[config.mk]
export PLATFORM = sky130hd
export DESIGN_NAME = snake_body_control
export DESIGN_NICKNAME = d
export VERILOG_FILES = /design/src/rtl/snake_pkg.sv /design/src/rtl/snake_tick_gen.sv /design/src/rtl/snake_body_control.sv
export SDC_FILE = /design/constraint.sdc
export NUM_CORES = 1
export LEC_CHECK = 0
export BUFFER_PORTS_ARGS = -buffer_cell sky130_fd_sc_hd__buf_2
export CORE_MARGIN = 2
export CORE_UTILIZATION = 37
export DETAILED_ROUTE_END_ITERATION = 16
export HOLD_SLACK_MARGIN = 0.02
export PLACE_DENSITY = 0.55
export SLEW_MARGIN = 20
export SYNTH_ARGS = -nofsm -noshare
export SYNTH_HDL_FRONTEND = slang
export SYNTH_HIERARCHICAL = 1
export SYNTH_SLANG_ARGS = --single-unit
[constraint.sdc]
create_clock -name CLK -period 9.05 [get_ports CLK]
set_input_delay 1.81 -clock CLK [delete_from_list [all_inputs] [get_ports CLK]]
set_output_delay 1.81 -clock CLK [all_outputs]
set_load 0.01 [all_outputs]
[src/rtl/snake_pkg.sv]
// Shared definitions for the snake game: direction codes, grid constants and
// the reversal test used by both the body controller and the navigation FSM.
package snake_pkg;

   typedef enum logic [1:0] {
      DIR_UP    = 2'b00,
      DIR_DOWN  = 2'b01,
      DIR_LEFT  = 2'b10,
      DIR_RIGHT = 2'b11
   } dir_t;

   localparam int GRID_H_CELLS      = 160;
   localparam int GRID_V_CELLS      = 120;
   localparam int GRID_X_W          = 8;
   localparam int GRID_Y_W          = 7;
   localparam int SNAKE_MAX_LEN     = 32;
   localparam int SNAKE_INIT_LEN    = 4;
   localparam int SNAKE_TICK_PERIOD = 5000000;

   // Opposite directions share the axis bit and differ only in the sign bit.
   function automatic logic is_reverse(input dir_t a, input dir_t b);
      return (a[1] == b[1]) && (a[0] != b[0]);
   endfunction

endpackage

[src/rtl/snake_tick_gen.sv]
// Free-running move-tick counter; TICK is high during the terminal count,
// so the edge that wraps the counter is the move edge.
module snake_tick_gen #(
   parameter int TICK_PERIOD = 5000000
) (
   input  logic CLK,
   input  logic RESET,
   input  logic ENABLE,
   output logic TICK
);

   localparam int CW = (TICK_PERIOD > 1) ? $clog2(TICK_PERIOD) : 1;
   localparam logic [CW-1:0] LAST = CW'(TICK_PERIOD - 1);

   logic [CW-1:0] count;

   always_ff @(posedge CLK) begin
      if (!RESET) begin
         count <= '0;
      end else if (count == LAST) begin
         count <= '0;
      end else begin
         count <= count + CW'(1);
      end
   end

   // ENABLE only masks the pulse; the counter keeps running regardless.
   assign TICK = ENABLE && (count == LAST);

endmodule

[src/rtl/snake_body_control.sv]
// Snake body: segment shift register with wrap-around head movement, growth,
// sticky self-collision and a registered per-cell occupancy query.
module snake_body_control
   import snake_pkg::*;
#(
   parameter int H_CELLS     = GRID_H_CELLS,
   parameter int V_CELLS     = GRID_V_CELLS,
   parameter int X_W         = GRID_X_W,
   parameter int Y_W         = GRID_Y_W,
   parameter int MAX_LEN     = SNAKE_MAX_LEN,
   parameter int INIT_LEN    = SNAKE_INIT_LEN,
   parameter int TICK_PERIOD = SNAKE_TICK_PERIOD
) (
   input  logic           CLK,
   input  logic           RESET,
   input  logic [1:0]     DIRECTION,
   input  logic           EAT,
   input  logic [X_W-1:0] ADDRH,
   input  logic [Y_W-1:0] ADDRV,
   output logic [X_W-1:0] HEAD_X,
   output logic [Y_W-1:0] HEAD_Y,
   output logic [5:0]     LENGTH,
   output logic           MOVE_STROBE,
   output logic           SNAKE_HIT,
   output logic           HEAD_HIT,
   output logic           SELF_COLLIDE
);

   logic [X_W-1:0] seg_x [MAX_LEN];
   logic [Y_W-1:0] seg_y [MAX_LEN];
   dir_t           applied_dir;
   dir_t           dir_in;
   dir_t           next_dir;
   logic [5:0]     length;
   logic [5:0]     new_len;
   logic           grow_pending;
   logic           move_strobe;
   logic           snake_hit;
   logic           head_hit;
   logic           self_collide;
   logic           tick;
   logic           move_enable;
   logic           collide_now;
   logic           query_snake;
   logic           query_head;
   logic [X_W-1:0] next_x;
   logic [Y_W-1:0] next_y;

   assign move_enable = ~self_collide;
   assign dir_in      = dir_t'(DIRECTION);

   snake_tick_gen #(
      .TICK_PERIOD(TICK_PERIOD)
   ) u_tick (
      .CLK   (CLK),
      .RESET (RESET),
      .ENABLE(move_enable),
      .TICK  (tick)
   );

   always_comb begin
      next_dir = applied_dir;
      if (!is_reverse(dir_in, applied_dir)) begin
         next_dir = dir_in;
      end
      next_x = seg_x[0];
      next_y = seg_y[0];
      case (next_dir)
         DIR_UP:    next_y = (seg_y[0] == '0) ? Y_W'(V_CELLS - 1) : seg_y[0] - Y_W'(1);
         DIR_DOWN:  next_y = (seg_y[0] == Y_W'(V_CELLS - 1)) ? '0 : seg_y[0] + Y_W'(1);
         DIR_LEFT:  next_x = (seg_x[0] == '0) ? X_W'(H_CELLS - 1) : seg_x[0] - X_W'(1);
         default:   next_x = (seg_x[0] == X_W'(H_CELLS - 1)) ? '0 : seg_x[0] + X_W'(1);
      endcase
   end

   // Collision looks at the post-move body: new seg[i] is old seg[i-1].
   always_comb begin
      new_len = length;
      if ((grow_pending || EAT) && (length < 6'(MAX_LEN))) begin
         new_len = length + 6'd1;
      end
      collide_now = 1'b0;
      for (int i = 1; i < MAX_LEN; i++) begin
         if ((6'(i) < new_len) && (next_x == seg_x[i-1]) && (next_y == seg_y[i-1])) begin
            collide_now = 1'b1;
         end
      end
   end

   always_comb begin
      query_snake = 1'b0;
      for (int i = 0; i < MAX_LEN; i++) begin
         if ((6'(i) < length) && (seg_x[i] == ADDRH) && (seg_y[i] == ADDRV)) begin
            query_snake = 1'b1;
         end
      end
      query_head = (seg_x[0] == ADDRH) && (seg_y[0] == ADDRV);
   end

   always_ff @(posedge CLK) begin
      if (!RESET) begin
         for (int i = 0; i < MAX_LEN; i++) begin
            seg_x[i] <= X_W'(H_CELLS / 2);
            seg_y[i] <= Y_W'(V_CELLS / 2 + i);
         end
         applied_dir  <= DIR_UP;
         length       <= 6'(INIT_LEN);
         grow_pending <= 1'b0;
         move_strobe  <= 1'b0;
         snake_hit    <= 1'b0;
         head_hit     <= 1'b0;
         self_collide <= 1'b0;
      end else begin
         move_strobe <= 1'b0;
         snake_hit   <= query_snake;
         head_hit    <= query_head;
         if (tick) begin
            for (int i = 1; i < MAX_LEN; i++) begin
               seg_x[i] <= seg_x[i-1];
               seg_y[i] <= seg_y[i-1];
            end
            seg_x[0]     <= next_x;
            seg_y[0]     <= next_y;
            applied_dir  <= next_dir;
            length       <= new_len;
            grow_pending <= 1'b0;
            move_strobe  <= 1'b1;
            if (collide_now) begin
               self_collide <= 1'b1;
            end
         end else if (EAT && !self_collide) begin
            grow_pending <= 1'b1;
         end
      end
   end

   assign HEAD_X       = seg_x[0];
   assign HEAD_Y       = seg_y[0];
   assign LENGTH       = length;
   assign MOVE_STROBE  = move_strobe;
   assign SNAKE_HIT    = snake_hit;
   assign HEAD_HIT     = head_hit;
   assign SELF_COLLIDE = self_collide;

endmodule

==> flow_metrics.py, run 1 <==
metrics = {
    "power_and_ir_drop": {
        "p_leak_uw": 0.0126,
        "max-vdd-ir-drop_v": 0.000133,
        "p_total_uw": 6100,
        "powerDensity_nw_per_um2": 165,
    },
    "worst_setup_path": {
        "critPathRequiredTime_ns": 9.57,
        "reg2reg_to": "SELF_COLLIDE$_SDFFE_PN0P_",
        "critPathMaxFanout": 25,
        "reg2reg_depth": 16,
        "r2r_start": "seg_x[0][1]$_SDFFCE_PN0P_",
        "regToRegSetupSlack_ns": 3.38,
        "start_kind": "input port",
        "worstSetupEndpointType": "flop",
        "criticalPathCategory": "input port to flop",
        "worstPathArrival_ns": 6.43,
    },
    "sta": {
        "worstMarginPinSlew_ns": 1.24,
        "grt_setup_unrepaired": "no",
        "setup_violations": 0,
        "fin_crit_ns": 5.91,
        "fin_setup_tns_ns": 0,
        "worst_hold_slack_ns": 0.479,
        "finalHoldViolCount": 0,
        "finalClockSkew_ns": 0.0213,
        "slew_headroom": 0.174,
        "finalCritPeriodShare": 0.654,
        "finalMaxSlewViolations": 0,
        "max_freq_mhz": 169,
    },
    "global_route": {
        "grt_pass1_wl_mm": 220,
        "met2_usage": 0.469,
        "grt-ovfl-total": 0,
        "gr-usage-all-layers": 0.327,
        "grt_util_met3": 0.0836,
        "grt_pass1_vias": 27300,
        "antenna_found_initial": 7,
        "top_usage_layer": "met2",
        "grt_start_max_net_pins": 115,
        "use_met1": 0.456,
    },
    "detailed_routing": {
        "drc": 0,
        "routed_wl_mm": 158,
        "drt_iter0_drc": 4951,
        "drt_pre_antenna_iters": 6,
        "antenna_left": 0,
        "viasPerCell": 6.41,
        "post_drt_wl_per_cell_um": 33.9,
        "vias": 29800,
    },
    "clock_tree": {
        "clock_tree.buffer_depth": 3,
        "cts_setup_buffers": 0,
        "cts_tree": "done",
        "cts_buffers": 60,
        "path_clk_slew_ns": 0.07,
        "cts.sinks": 516,
        "cts_resized": 0,
        "h-tree-depth": 2,
        "clock_latency_ns": 0.66,
        "ctsHoldBuffers": 0,
        "cts-root-buf": "clkbuf_16",
    },
    "logic_synthesis": {
        "syn_area_sq_um": 33700,
        "synthFlopType": "edfxtp_1",
        "ys_async_sr_fraction": 0,
        "ys_ff_latch": 516,
        "synth_edf_count": 270,
        "ys_seq_area_frac": 0.386,
        "synth_cells": 3518,
        "synthDistinctLibCells": 111,
        "yosys_warnings": 6,
        "synth_nets": 3546,
        "synth_area_per_cell_sq_um": 9.59,
    },
    "place": {
        "io_buffers": 44,
        "gp_congestion": 1.04,
        "hpwl_mm": 110,
        "placed_cells": 4537,
    },
    "die": {
        "die_h_um": 306,
        "core_sq_um": 90100,
        "ios": 45,
        "initial_utilization": 0.374,
        "rows": 110,
        "die-area_sq_um": 93600,
        "fp.dieW_um": 306,
    },
    "finish": {
        "nNetsFinal": 3451,
        "final_cells": 4650,
        "syn_to_final_growth_pct": 9.52,
        "final_util": 0.410,
        "drive_above_1_share": 0.0934,
        "fillers": 8893,
    },
    "hold_path": {
        "holdPathEnd": "u_tick/count[22]$_SDFF_PP0_",
        "hp-start": "u_tick/count[22]$_SDFF_PP0_",
        "hp-class": "flop to flop",
        "whs_path_depth": 2,
    },
    "flow_run": {
        "maxCapViolations": 0,
    },
    "run_status": {
        "status": "completed",
    },
}
## worst max path at each step
stage | start | depth (start not counted) | endpoint
6_report | DIRECTION[1] | 13 | SELF_COLLIDE$_SDFFE_PN0P_
3_3_place_gp | DIRECTION[1] | 13 | SELF_COLLIDE$_SDFFE_PN0P_
4_1_cts | DIRECTION[1] | 13 | SELF_COLLIDE$_SDFFE_PN0P_
2_1_floorplan | u_tick/count[0]$_SDFF_PP0_ | 8 | seg_x[0][0]$_SDFFCE_PN0P_
3_5_place_dp | DIRECTION[1] | 13 | SELF_COLLIDE$_SDFFE_PN0P_
5_1_grt | DIRECTION[1] | 13 | SELF_COLLIDE$_SDFFE_PN0P_
## cells in the mapped netlist, drive strengths merged, types with 29 or more instances
| master | instances | share of area |
|---|---|---|
| clkbuf | 158 | 0.018 |
| nor2 | 272 | 0.031 |
| nand3 | 45 | 0.0068 |
| nor4 | 127 | 0.024 |
| a2111oi | 34 | 0.0088 |
| o21ai | 82 | 0.012 |
| xnor2 | 445 | 0.12 |
| inv | 36 | 0.0040 |
| mux2i | 224 | 0.068 |
| nor3 | 63 | 0.0099 |
| and3 | 172 | 0.032 |
| o2111ai | 29 | 0.0075 |
| nand2 | 190 | 0.022 |
| nand2b | 91 | 0.017 |
| nand4 | 116 | 0.022 |
| dfxtp | 246 | 0.15 |
| buf | 141 | 0.023 |
| edfxtp | 270 | 0.24 |
| xor2 | 413 | 0.11 |
| a21oi | 62 | 0.0096 |
## per-stage QoR
step	area [sq um]	setup WS, ns
finish	37000	3.14
global route	36900	3.08
CTS	36900	3.28
detailed placement	34900	2.60
global placement	34900	2.71
floorplan	33700	2.94
## logic make-up after synthesis
group | after synthesis | share of synthesized area
and+or+nand+nor | 1166 | 0.185
muxes | 231 | 0.0701
xor gates and xnor gates | 858 | 0.224
AOI/OAI and AO/OA | 403 | 0.0875
buffers and inverters | 336 | 0.0448
DFF | 516 | 0.386
adders and majority gates | 8 | 0.00297
## metal layers
metal,routed length [um],vias to the layer above
li1,-,12300
met1,64200,14700
met2,64800,2281
met3,19600,518
met4,9130,4
met5,27,-
## critical path, stage by stage
cell and delay, ns:
buf_2 0.47, xor2_2 0.27, mux2i_4 0.63, mux2i_4 0.29, o22ai_4 0.65, buf_4 0.44, xnor2_1 0.16, nor4_1 0.07
nand4_1 0.27, nand4_1 0.27, or4_1 0.67, nor4_2 0.28, o22ai_2 0.09
## flip-flops by register name, summed over array words and instances (netlist names)
| register | flops |
|---|---|
| SELF_COLLIDE | 1 |
| LENGTH | 6 |
| SNAKE_HIT | 1 |
| u_tick/count | 23 |
| MOVE_STROBE | 1 |
| HEAD_HIT | 1 |
| grow_pending | 1 |
| applied_dir | 2 |
| seg_x | 256 |
| seg_y | 224 |
## report_power, final
part	internal (uW)	switching, uW
registers	2530	139
clock network	1450	1090
logic	297	587
## layout by cell type (no fill, tap or decap), drive strengths merged, types with 14 or more instances in the layout
cell,Yosys,final
a2111oi,34,34
a21oi,62,62
a221oi,19,19
a31oi,15,15
and3,172,172
buf,141,142
clkbuf,158,73
clkinv,1,22
dfxtp,246,246
edfxtp,270,270
inv,36,39
mux2i,224,224
nand2,190,190
nand2b,91,91
nand3,45,45
nand4,116,116
nor2,272,272
nor3,63,63
nor4,127,127
o2111ai,29,29
o211ai,17,17
o21ai,82,82
o22ai,20,20
or3,14,14
or4,17,17
xnor2,445,445
xor2,413,413
## cell type report
class	instances	area, sq um	area share
Antenna cell	5	12.5	0.000339
Clock buffer	73	1630	0.0442
Clock inverter	35	374	0.0101
Inverter	37	143	0.00386
Multi-Input combinational cell	2666	19300	0.523
Sequential cell	516	13000	0.353
Tap cell	1176	1470	0.0398
Timing Repair Buffer	142	975	0.0264
Note: power is estimated with default switching activity, not from simulation.
==> run 2, diff against run 1 <==
Clock period 9.05 ns to 4.8 ns, I/O delays scaled along.
==> flow_metrics.py, run 2 (synthesis results as in run 1) <==
metrics = {
    "run_status": {
        "status": "finished with violations",
        "violations": "setup timing",
    },
    "worst_setup_path": {
        "endpoint": "SELF_COLLIDE$_SDFFE_PN0P_",
        "critPathMaxFanout": 18,
        "start_kind": "flop",
        "cpPeakStageDelay_ns": 0.79,
        "crit_top_cell": "nand4_1",
        "worstSetupEndpointType": "flop",
        "reg2reg_depth": 14,
        "worstPathArrival_ns": 5.38,
        "critPathRequiredTime_ns": 5.37,
        "r2r_start": "seg_y[0][1]$_SDFFCE_PN0P_",
        "regToRegSetupSlack_ns": -0.02,
        "crit_path_cell_trace": "buf_4 -> ha_1 -> nand3_1 -> o311ai_0 -> a31oi_1 -> o21ai_4 -> buf_12 -> o221ai_1 -> nor4_1 -> nand4_1 -> nand4_1 -> or4_1 -> nor4_2 -> o22ai_2",
        "criticalPathCategory": "flop to flop",
        "crit_slowest_cell": "a31oi_1",
        "reg2reg_to": "SELF_COLLIDE$_SDFFE_PN0P_",
        "startpoint": "seg_y[0][1]$_SDFFCE_PN0P_",
    },
    "finish": {
        "final_cells": 4817,
        "mostFrequentLayoutCells": "444 x xnor2_1, 412 x xor2_1, 270 x edfxtp_1",
        "regMostFlops": "seg_x",
        "syn_to_final_growth_pct": 14.6,
        "largest_reg_flops": 256,
        "largestRegisters": "seg_x (256), seg_y (224), u_tick/count (23)",
        "drive_above_1_share": 0.133,
        "nNetsFinal": 3616,
        "final_common_cell": "xnor2_1",
    },
    "die": {
        "fp.dieW_um": 306,
        "initial_utilization": 0.374,
        "ios": 45,
        "core_sq_um": 90100,
        "die-area_sq_um": 93600,
        "rows": 110,
        "die_h_um": 306,
    },
    "detailed_routing": {
        "antenna_left": 0,
        "drt_iter0_drc": 4397,
        "drc": 0,
        "post_drt_wl_per_cell_um": 35.2,
        "drt_pre_antenna_iters": 6,
        "viasPerCell": 6.28,
        "vias": 30200,
        "routed_wl_mm": 170,
    },
    "sta": {
        "setup_violations": 1,
        "timing.final.ws_setup_ns": -0.0154,
        "grt_setup_unrepaired": "no",
        "slew_headroom": 0.277,
        "finalClockSkew_ns": 0.0460,
        "max_freq_mhz": 208,
        "fin_setup_tns_ns": -0.0154,
        "finalHoldViolCount": 0,
        "finalMaxSlewViolations": 0,
        "finalCritPeriodShare": 1.00,
        "worstMarginPinSlew_ns": 1.07,
        "fin_crit_ns": 4.82,
    },
    "clock_tree": {
        "cts-root-buf": "clkbuf_16",
        "ctsHoldBuffers": 0,
        "clock_tree.buffer_depth": 3,
        "path_clk_slew_ns": 0.07,
        "h-tree-depth": 2,
        "cts_buffers": 60,
        "cts_tree": "done",
        "cts_setup_buffers": 0,
        "clock_latency_ns": 0.71,
        "cts_resized": 0,
        "cts.sinks": 516,
    },
    "global_route": {
        "grt_start_max_net_pins": 150,
        "antenna_found_initial": 10,
        "gr-usage-all-layers": 0.355,
        "grt-ovfl-total": 0,
        "grt_pass1_vias": 28100,
        "grt_pass1_wl_mm": 234,
    },
    "hold_path": {
        "hp-class": "flop to flop",
    },
    "place": {
        "placed_cells": 4702,
        "hpwl_mm": 124,
        "gp_congestion": 1.04,
        "io_buffers": 44,
    },
    "power_and_ir_drop": {
        "powerDensity_nw_per_um2": 306,
        "p_leak_uw": 0.0135,
        "max-vdd-ir-drop_v": 0.000299,
    },
    "flow_run": {
        "maxCapViolations": 0,
    },
}
-- run 2: cell count changes in the layout (fill, tap and decap cells not counted), moves of 4 or more --
| cell | delta |
|---|---|
| buf_4 | +128 |
| buf_12 | +36 |
| clkinv_1 | +4 |
| clkinv_2 | -4 |
| nor2_1 | +4 |
-- run 2: worst max-delay path, delay by kind of cell, from the launching register on --
| kind | cells | cell delay (ns) |
|---|---|---|
| flip-flops | 1 | 0.40 |
| adder cells (fa/ha/maj) | 1 | 0.29 |
| AND/OR/NAND/NOR | 6 | 1.78 |
| buffers and inverters | 2 | 0.51 |
| AO/OA/AOI/OAI | 5 | 1.66 |
-- run 2: power by group --
part | switching [uW] | leakage [uW] | internal (uW)
logic | 1180 | 0.00794 | 686
registers | 279 | 0.00460 | 4760
clock network | 2110 | 0.00100 | 2820
-- run 2: layout make-up --
type / count / area [sq um]
fillers: 8853 / 51500
clock inverters: 36 / 414
clock buffers: 75 / 1650
repair buffers: 307 / 2670
flip-flops and latches: 516 / 13000
well taps: 1176 / 1470
multi-input cells: 2666 / 19300
inverters: 37 / 143
diodes: 4 / 10.0
-- run 2: worst min path at each step --
stage | depth (start not counted) | endpoint | slack, ns | startpoint
after floorplan | 1 | u_tick/count[0]$_SDFF_PP0_ | 0.43 | u_tick/count[0]$_SDFF_PP0_
after global placement | 1 | u_tick/count[0]$_SDFF_PP0_ | 0.45 | u_tick/count[0]$_SDFF_PP0_
after detailed placement | 1 | u_tick/count[0]$_SDFF_PP0_ | 0.46 | u_tick/count[0]$_SDFF_PP0_
after CTS | 1 | u_tick/count[0]$_SDFF_PP0_ | 0.47 | u_tick/count[0]$_SDFF_PP0_
after global routing | 1 | u_tick/count[0]$_SDFF_PP0_ | 0.51 | u_tick/count[0]$_SDFF_PP0_
final | 1 | u_tick/count[0]$_SDFF_PP0_ | 0.47 | u_tick/count[0]$_SDFF_PP0_
-- run 2: per-layer routing --
layer	share of wire	global-route usage
met4	0.051	0.154
met1	0.42	0.497
met5	0.00040	0
met3	0.12	0.0903
met2	0.41	0.513
-- run 2: stage by stage --
stage	cell area, sq um	hold WS, ns	utilization	worst slack (ns)	total power (uW)
6_report	38700	0.473	0.429	-0.0154	11800
3_3_place_gp	36600	0.447	0.406	-0.126	6920
4_1_cts	38700	0.472	0.429	0.301	11800
3_5_place_dp	36600	0.458	0.406	0.0158	6900
2_1_floorplan	33700	0.429	-	0.266	6060
5_1_grt	38700	0.510	0.429	0.0549	12100
